--- src/rtl/fetch_sequencer_pkg.sv ---
// Shared definitions for the instruction fetch sequencer: state encoding,
// registered strobe bundle and the per-state strobe decode.
package fetch_sequencer_pkg;

    localparam int DEFAULT_DATA_WIDTH = 8;
    localparam int WAIT_CNT_W         = 4;
    localparam int MEM_WAIT_MAX       = 15;

    typedef enum logic [2:0] {
        S_IDLE = 3'd0,
        S_ADDR = 3'd1,
        S_WAIT = 3'd2,
        S_READ = 3'd3,
        S_INC  = 3'd4,
        S_HOLD = 3'd5,
        S_JUMP = 3'd6
    } state_t;

    typedef struct packed {
        logic pc_cs;
        logic pc_oe;
        logic pc_en;
        logic pc_cnt_en;
        logic mar_cs;
        logic mar_en;
        logic mem_cs;
        logic mem_oe;
        logic ir_cs;
        logic ir_en;
        logic fetch_valid;
        logic busy;
    } strobes_t;

    // Moore decode; pc_oe and mem_oe are never both set by construction.
    function automatic strobes_t decode_state(state_t s);
        strobes_t d;
        d      = '0;
        d.busy = (s != S_IDLE);
        case (s)
            S_ADDR: begin
                d.pc_cs  = 1'b1;
                d.pc_oe  = 1'b1;
                d.mar_cs = 1'b1;
                d.mar_en = 1'b1;
            end
            S_WAIT: d.mem_cs = 1'b1;
            S_READ: begin
                d.mem_cs = 1'b1;
                d.mem_oe = 1'b1;
                d.ir_cs  = 1'b1;
                d.ir_en  = 1'b1;
            end
            S_INC: begin
                d.pc_cs     = 1'b1;
                d.pc_cnt_en = 1'b1;
            end
            S_HOLD: d.fetch_valid = 1'b1;
            S_JUMP: begin
                d.pc_cs = 1'b1;
                d.pc_en = 1'b1;
            end
            default: ;
        endcase
        return d;
    endfunction

endpackage

--- src/rtl/fetch_sequencer_if.sv ---
// Decoder handshake plus the strobes driven into the bus-attached PC, MAR,
// memory and IR.
interface fetch_sequencer_if;

    logic       run;
    logic       halt;
    logic       jmp_req;
    logic       ir_taken;
    logic       fetch_valid;
    logic       busy;
    logic       pc_CS;
    logic       pc_OE;
    logic       pc_EN;
    logic       pc_CNT_EN;
    logic       mar_CS;
    logic       mar_EN;
    logic       mem_CS;
    logic       mem_OE;
    logic       ir_CS;
    logic       ir_EN;
    logic [2:0] state_dbg;

    modport master (
        input  run, halt, jmp_req, ir_taken,
        output fetch_valid, busy,
        output pc_CS, pc_OE, pc_EN, pc_CNT_EN,
        output mar_CS, mar_EN, mem_CS, mem_OE, ir_CS, ir_EN,
        output state_dbg
    );

    modport slave (
        output run, halt, jmp_req, ir_taken,
        input  fetch_valid, busy,
        input  pc_CS, pc_OE, pc_EN, pc_CNT_EN,
        input  mar_CS, mar_EN, mem_CS, mem_OE, ir_CS, ir_EN,
        input  state_dbg
    );

endinterface

--- src/rtl/fetch_sequencer_wait_timer.sv ---
// Memory wait-state down counter: loaded on MAR load, counts down in WAIT and
// saturates at zero.
module fetch_wait_timer #(
    parameter int CNT_W = 4
) (
    input  logic             clk,
    input  logic             reset,
    input  logic             load,
    input  logic [CNT_W-1:0] load_val,
    input  logic             dec,
    output logic             zero
);

    logic [CNT_W-1:0] cnt;

    always_ff @(posedge clk or negedge reset) begin
        if (!reset) begin
            cnt <= '0;
        end else if (load) begin
            cnt <= load_val;
        end else if (dec && (cnt != '0)) begin
            cnt <= cnt - 1'b1;
        end
    end

    assign zero = (cnt == '0);

endmodule

--- src/rtl/fetch_sequencer.sv ---
// Instruction fetch sequencer: PC->MAR, optional memory wait, mem->IR, PC+1,
// then holds the IR for the decoder and services jump loads into the PC.
module fetch_sequencer
    import fetch_sequencer_pkg::*;
#(
    parameter int DATA_WIDTH = DEFAULT_DATA_WIDTH,
    parameter int MEM_WAIT   = 0
) (
    input  logic                clk,
    input  logic                reset,
    fetch_sequencer_if.master   seq
);

    if (MEM_WAIT < 0 || MEM_WAIT > MEM_WAIT_MAX) begin : g_bad_mem_wait
        $error("fetch_sequencer: MEM_WAIT must be in 0..15");
    end
    if (DATA_WIDTH < 1) begin : g_bad_data_width
        $error("fetch_sequencer: DATA_WIDTH must be positive");
    end

    localparam logic [WAIT_CNT_W-1:0] WAIT_LOAD =
        (MEM_WAIT == 0) ? '0 : WAIT_CNT_W'(MEM_WAIT - 1);

    state_t   state;
    state_t   next_state;
    strobes_t strb;
    logic     go;
    logic     wait_load;
    logic     wait_dec;
    logic     wait_zero;

    assign go        = seq.run & ~seq.halt;
    assign wait_load = (state == S_ADDR);
    assign wait_dec  = (state == S_WAIT);

    fetch_wait_timer #(
        .CNT_W (WAIT_CNT_W)
    ) u_wait_timer (
        .clk      (clk),
        .reset    (reset),
        .load     (wait_load),
        .load_val (WAIT_LOAD),
        .dec      (wait_dec),
        .zero     (wait_zero)
    );

    always_comb begin
        next_state = state;
        case (state)
            S_IDLE: if (go) next_state = S_ADDR;
            S_ADDR: next_state = (MEM_WAIT == 0) ? S_READ : S_WAIT;
            S_WAIT: if (wait_zero) next_state = S_READ;
            S_READ: next_state = S_INC;
            S_INC:  next_state = S_HOLD;
            // jump wins over a simultaneous ir_taken
            S_HOLD: begin
                if (seq.jmp_req) begin
                    next_state = S_JUMP;
                end else if (seq.ir_taken) begin
                    next_state = go ? S_ADDR : S_IDLE;
                end
            end
            S_JUMP:  next_state = go ? S_ADDR : S_IDLE;
            default: next_state = S_IDLE;
        endcase
    end

    // Strobes are registered from next_state so they line up with state and
    // drop asynchronously on reset.
    always_ff @(posedge clk or negedge reset) begin
        if (!reset) begin
            state <= S_IDLE;
            strb  <= '0;
        end else begin
            state <= next_state;
            strb  <= decode_state(next_state);
        end
    end

    assign seq.pc_CS       = strb.pc_cs;
    assign seq.pc_OE       = strb.pc_oe;
    assign seq.pc_EN       = strb.pc_en;
    assign seq.pc_CNT_EN   = strb.pc_cnt_en;
    assign seq.mar_CS      = strb.mar_cs;
    assign seq.mar_EN      = strb.mar_en;
    assign seq.mem_CS      = strb.mem_cs;
    assign seq.mem_OE      = strb.mem_oe;
    assign seq.ir_CS       = strb.ir_cs;
    assign seq.ir_EN       = strb.ir_en;
    assign seq.fetch_valid = strb.fetch_valid;
    assign seq.busy        = strb.busy;
    assign seq.state_dbg   = state;

endmodule

--- src/flat_wrapper.sv ---
// flat-port wrapper written by rule: the top's interface ports become plain ports
module fetch_sequencer_flat import fetch_sequencer_pkg::*;
#(
    parameter int DATA_WIDTH = DEFAULT_DATA_WIDTH,
    parameter int MEM_WAIT   = 0
)
  (clk, reset, seq_run, seq_halt, seq_jmp_req, seq_ir_taken, seq_fetch_valid, seq_busy, seq_pc_CS, seq_pc_OE, seq_pc_EN, seq_pc_CNT_EN, seq_mar_CS, seq_mar_EN, seq_mem_CS, seq_mem_OE, seq_ir_CS, seq_ir_EN, seq_state_dbg);
  fetch_sequencer_if seq_i ();
  input  logic clk;
  input  logic reset;
  input wire logic [$bits(seq_i.run)-1:0] seq_run;
  input wire logic [$bits(seq_i.halt)-1:0] seq_halt;
  input wire logic [$bits(seq_i.jmp_req)-1:0] seq_jmp_req;
  input wire logic [$bits(seq_i.ir_taken)-1:0] seq_ir_taken;
  output wire logic [$bits(seq_i.fetch_valid)-1:0] seq_fetch_valid;
  output wire logic [$bits(seq_i.busy)-1:0] seq_busy;
  output wire logic [$bits(seq_i.pc_CS)-1:0] seq_pc_CS;
  output wire logic [$bits(seq_i.pc_OE)-1:0] seq_pc_OE;
  output wire logic [$bits(seq_i.pc_EN)-1:0] seq_pc_EN;
  output wire logic [$bits(seq_i.pc_CNT_EN)-1:0] seq_pc_CNT_EN;
  output wire logic [$bits(seq_i.mar_CS)-1:0] seq_mar_CS;
  output wire logic [$bits(seq_i.mar_EN)-1:0] seq_mar_EN;
  output wire logic [$bits(seq_i.mem_CS)-1:0] seq_mem_CS;
  output wire logic [$bits(seq_i.mem_OE)-1:0] seq_mem_OE;
  output wire logic [$bits(seq_i.ir_CS)-1:0] seq_ir_CS;
  output wire logic [$bits(seq_i.ir_EN)-1:0] seq_ir_EN;
  output wire logic [$bits(seq_i.state_dbg)-1:0] seq_state_dbg;
  assign seq_i.run = seq_run;
  assign seq_i.halt = seq_halt;
  assign seq_i.jmp_req = seq_jmp_req;
  assign seq_i.ir_taken = seq_ir_taken;
  assign seq_fetch_valid = seq_i.fetch_valid;
  assign seq_busy = seq_i.busy;
  assign seq_pc_CS = seq_i.pc_CS;
  assign seq_pc_OE = seq_i.pc_OE;
  assign seq_pc_EN = seq_i.pc_EN;
  assign seq_pc_CNT_EN = seq_i.pc_CNT_EN;
  assign seq_mar_CS = seq_i.mar_CS;
  assign seq_mar_EN = seq_i.mar_EN;
  assign seq_mem_CS = seq_i.mem_CS;
  assign seq_mem_OE = seq_i.mem_OE;
  assign seq_ir_CS = seq_i.ir_CS;
  assign seq_ir_EN = seq_i.ir_EN;
  assign seq_state_dbg = seq_i.state_dbg;
  fetch_sequencer #(.DATA_WIDTH(DATA_WIDTH), .MEM_WAIT(MEM_WAIT)) u_core (.clk(clk), .reset(reset), .seq(seq_i));
endmodule
--- config.mk ---
export PLATFORM = sky130hd
export DESIGN_NAME = fetch_sequencer_flat
export DESIGN_NICKNAME = d
export VERILOG_FILES = /design/src/rtl/fetch_sequencer_pkg.sv /design/src/rtl/fetch_sequencer_if.sv /design/src/rtl/fetch_sequencer_wait_timer.sv /design/src/rtl/fetch_sequencer.sv /design/src/flat_wrapper.sv
export SDC_FILE = /design/constraint.sdc
export NUM_CORES = 1
export LEC_CHECK = 0
export CORE_AREA = 2 2 57 59
export DETAILED_ROUTE_END_ITERATION = 10
export DIE_AREA = 0 0 59 61
export HOLD_SLACK_MARGIN = 0.06
export PLACE_DENSITY_LB_ADDON = 0.08
export SYNTH_ARGS = -nofsm -noshare
export SYNTH_HDL_FRONTEND = slang
export SYNTH_SLANG_ARGS = --single-unit
--- constraint.sdc ---
create_clock -name clk -period 3.45 [get_ports clk]
set_input_delay 0.69 -clock clk [delete_from_list [all_inputs] [get_ports clk]]
set_output_delay 0.69 -clock clk [all_outputs]
set_load 0.1 [all_outputs]
==> qor.txt <==
Hold_buf cts: 0
Root Buffer: clkbuf_4
Crit path largest cell delay: 1140 ps
Core Area: 0.00295 mm²
All-Layer GR Usage: 11.6%
Crit path max-delay cell type: clkdlybuf4s50_1
CP Capture Type: output port
HP Class: flop to flop
Largest net degree at the start of global routing: 26
RSZ-0062 raised after global routing: false
Detailed Place HPWL: 1230 µm
Max cap viols: 0
Diodes inserted: 0
Clock Path Buffers: 2
Synth Warn #: 0
Row cnt: 20
Top delay family on crit path: buffers and inverters
Outcome: finished clean
Drt pass-1 iters: 4
Final hold vios: 0
Tightest Pin Transition: 965 ps
Min cycle time layout: 2480 ps
Vias per inst: 4.98
Max H-tree Level: 1
CP cell instances: clkdlybuf4s50_1
CP Launch Type: flop
Inserted Clock Buffers: 3
DRC: 0
Port-buffer cells: 20
I/O pin total: 21
Post-Synthesis Cells: 86
Routed len/inst: 13.4 µm
Crit path buf inv count: 1
Initial Utilization: 28.8%
Netlist Area Pre-Place: 850 µm²
Ys flop type: dfrtp_1
Critical path peak fanout: 3
Cell taking the most area after synthesis: dfrtp_1
Synth Register Bits: 15
Nets@finish: 109
Rel. slew slack: 35.5%
Skew final: 6.68 ps
Worst setup path class: flop to output port
Full die area: 0.00360 mm²
Final Wtd Congestion: 0.735
Routed Antenna Nets: 0
Synth Area per Inst: 9.88 µm²
Layout cell share with drive strength beyond 1: 14.9%
P&R area growth vs syn: 23.7%
Number of synthesized flops with an enable pin: 0
Worst Path Required: 2760 ps
Crit share post-route: 72.0%
Post-synth ARST share: 100%
Die height: 61 µm
Drt first-iter violations: 14
Vias: 667
Setup Fix Bufs, Post-CTS: 0
Top cell type's share of synthesized area: 44.2%
CP arrival: 1790 ps
Skew-Pair Late Insertion Delay: 290 ps
Final setup vio count: 0
Cell variety after synth: 35
Clock Sinks: 15
Gates resized, CTS repair: 0
First-pass GRT wire length: 3050 µm
Reg clk slew, reported paths: 100 ps
Worst Hold Launch: u_core.u_wait_timer.cnt[1]
Die Span X: 59 µm
Fmax: 403 MHz
Congestion Overflow GR: 0
Final WL: 1800 µm
Synth area leaders: dfrtp_1, a21oi_1, buf_4, nor2b_4, o21ai_0
Initial antenna violation count: 0
Post-synthesis sequential area ratio: 44.2%
Syn_nets: 93
Max Slew Vio Count: 0
Critical Path Source: u_core.seq.mar_CS
Vias in the first global route: 623
CTS tree: built
FF-to-FF Start: u_core.seq.state_dbg[0]
Setup total negative slack: 0 ps
metal layers:
metal / wire, µm / part of all wire, % / up-vias / GRT usage (%)
met3: 81 / 4.5 / 2 / 3.84
met2: 867 / 48 / 18 / 17.9
met1: 835 / 46 / 310 / 15.2
met5: 0 / 0 / - / 0
met4: 15 / 0.83 / 0 / 4.22
li1: - / - / 337 / -
layout by cell type, fill, tap and decap left out, types with 4 or more instances in the layout:
| cell type | n |
|---|---|
| a21oi_1 | 7 |
| clkdlybuf4s50_1 | 17 |
| dfrtp_1 | 15 |
| inv_1 | 6 |
| nor2_1 | 4 |
| o21ai_0 | 5 |
| o21ai_1 | 5 |
flip-flops by register name (all words and copies together), names as in the netlist:
name                     flops
u_core.u_wait_timer.cnt      4
u_core.seq.busy              1
u_core.seq.ir_CS             1
u_core.seq.fetch_valid       1
u_core.seq.mem_CS            1
u_core.seq.pc_CNT_EN         1
u_core.seq.mar_CS            1
u_core.seq.pc_CS             1
u_core.seq.state_dbg         3
u_core.seq.pc_EN             1
layout make-up:
type	count	area, µm²
multi-input cells	56	392
clock inverters	1	5.00
fillers	305	1900
inverters	6	22.5
well taps	33	41.3
clock buffers	3	22.5
flip-flops and latches	15	375
repair buffers	20	193
synthesized netlist by cell type, types with 2 or more instances:
master / number
nor2_1: 4
a22o_1: 2
o21ai_1: 5
a22oi_1: 2
nand2_1: 3
buf_2: 3
buf_4: 4
nor3_1: 3
nand2b_1: 3
a31oi_1: 2
o21ai_0: 5
dfrtp_1: 15
nor2b_4: 2
inv_1: 6
a21oi_1: 7
path summary, 6_finish.rpt:
kind	end	slack, ps	cells past startpoint
setup / recovery	seq_mar_EN	970	1
hold / removal	u_core.u_wait_timer.cnt[1]	570	1
setup reg to reg	u_core.seq.fetch_valid	1750	4
hold reg to reg	u_core.u_wait_timer.cnt[1]	570	1
max in group asynchronous	u_core.u_wait_timer.cnt[0]	2190	1
min in group asynchronous	u_core.seq.mar_CS	810	1
cell families (layout without fill, tap and decap cells):
| group | after synthesis | after routing | synth area share [%] |
|---|---|---|---|
| DFF | 15 | 15 | 44.2 |
| buffers and inverters | 15 | 30 | 9.72 |
| AOI/OAI and AO/OA | 32 | 32 | 26.2 |
| adders and majority gates | 1 | 1 | 1.47 |
| and+or+nand+nor | 23 | 23 | 18.4 |
through the flow:
| step | std cells | hold slack [ps] | area [µm²] | setup WS, ps | util, % |
|---|---|---|---|---|---|
| detailed placement | 130 | 549 | 1020 | 1280 | 34.7 |
| finish | 134 | 569 | 1050 | 967 | 35.6 |
| global placement | 130 | 544 | 1020 | 1290 | 34.7 |
| floorplan | 86 | 394 | 850 | 1420 | - |
| global route | 134 | 599 | 1050 | 905 | 35.6 |
| CTS | 134 | 574 | 1050 | 949 | 35.6 |
Power is left out: the tool's default activity adds up to more than one toggle a clock period on the data nets, which glitch-free logic cannot reach.
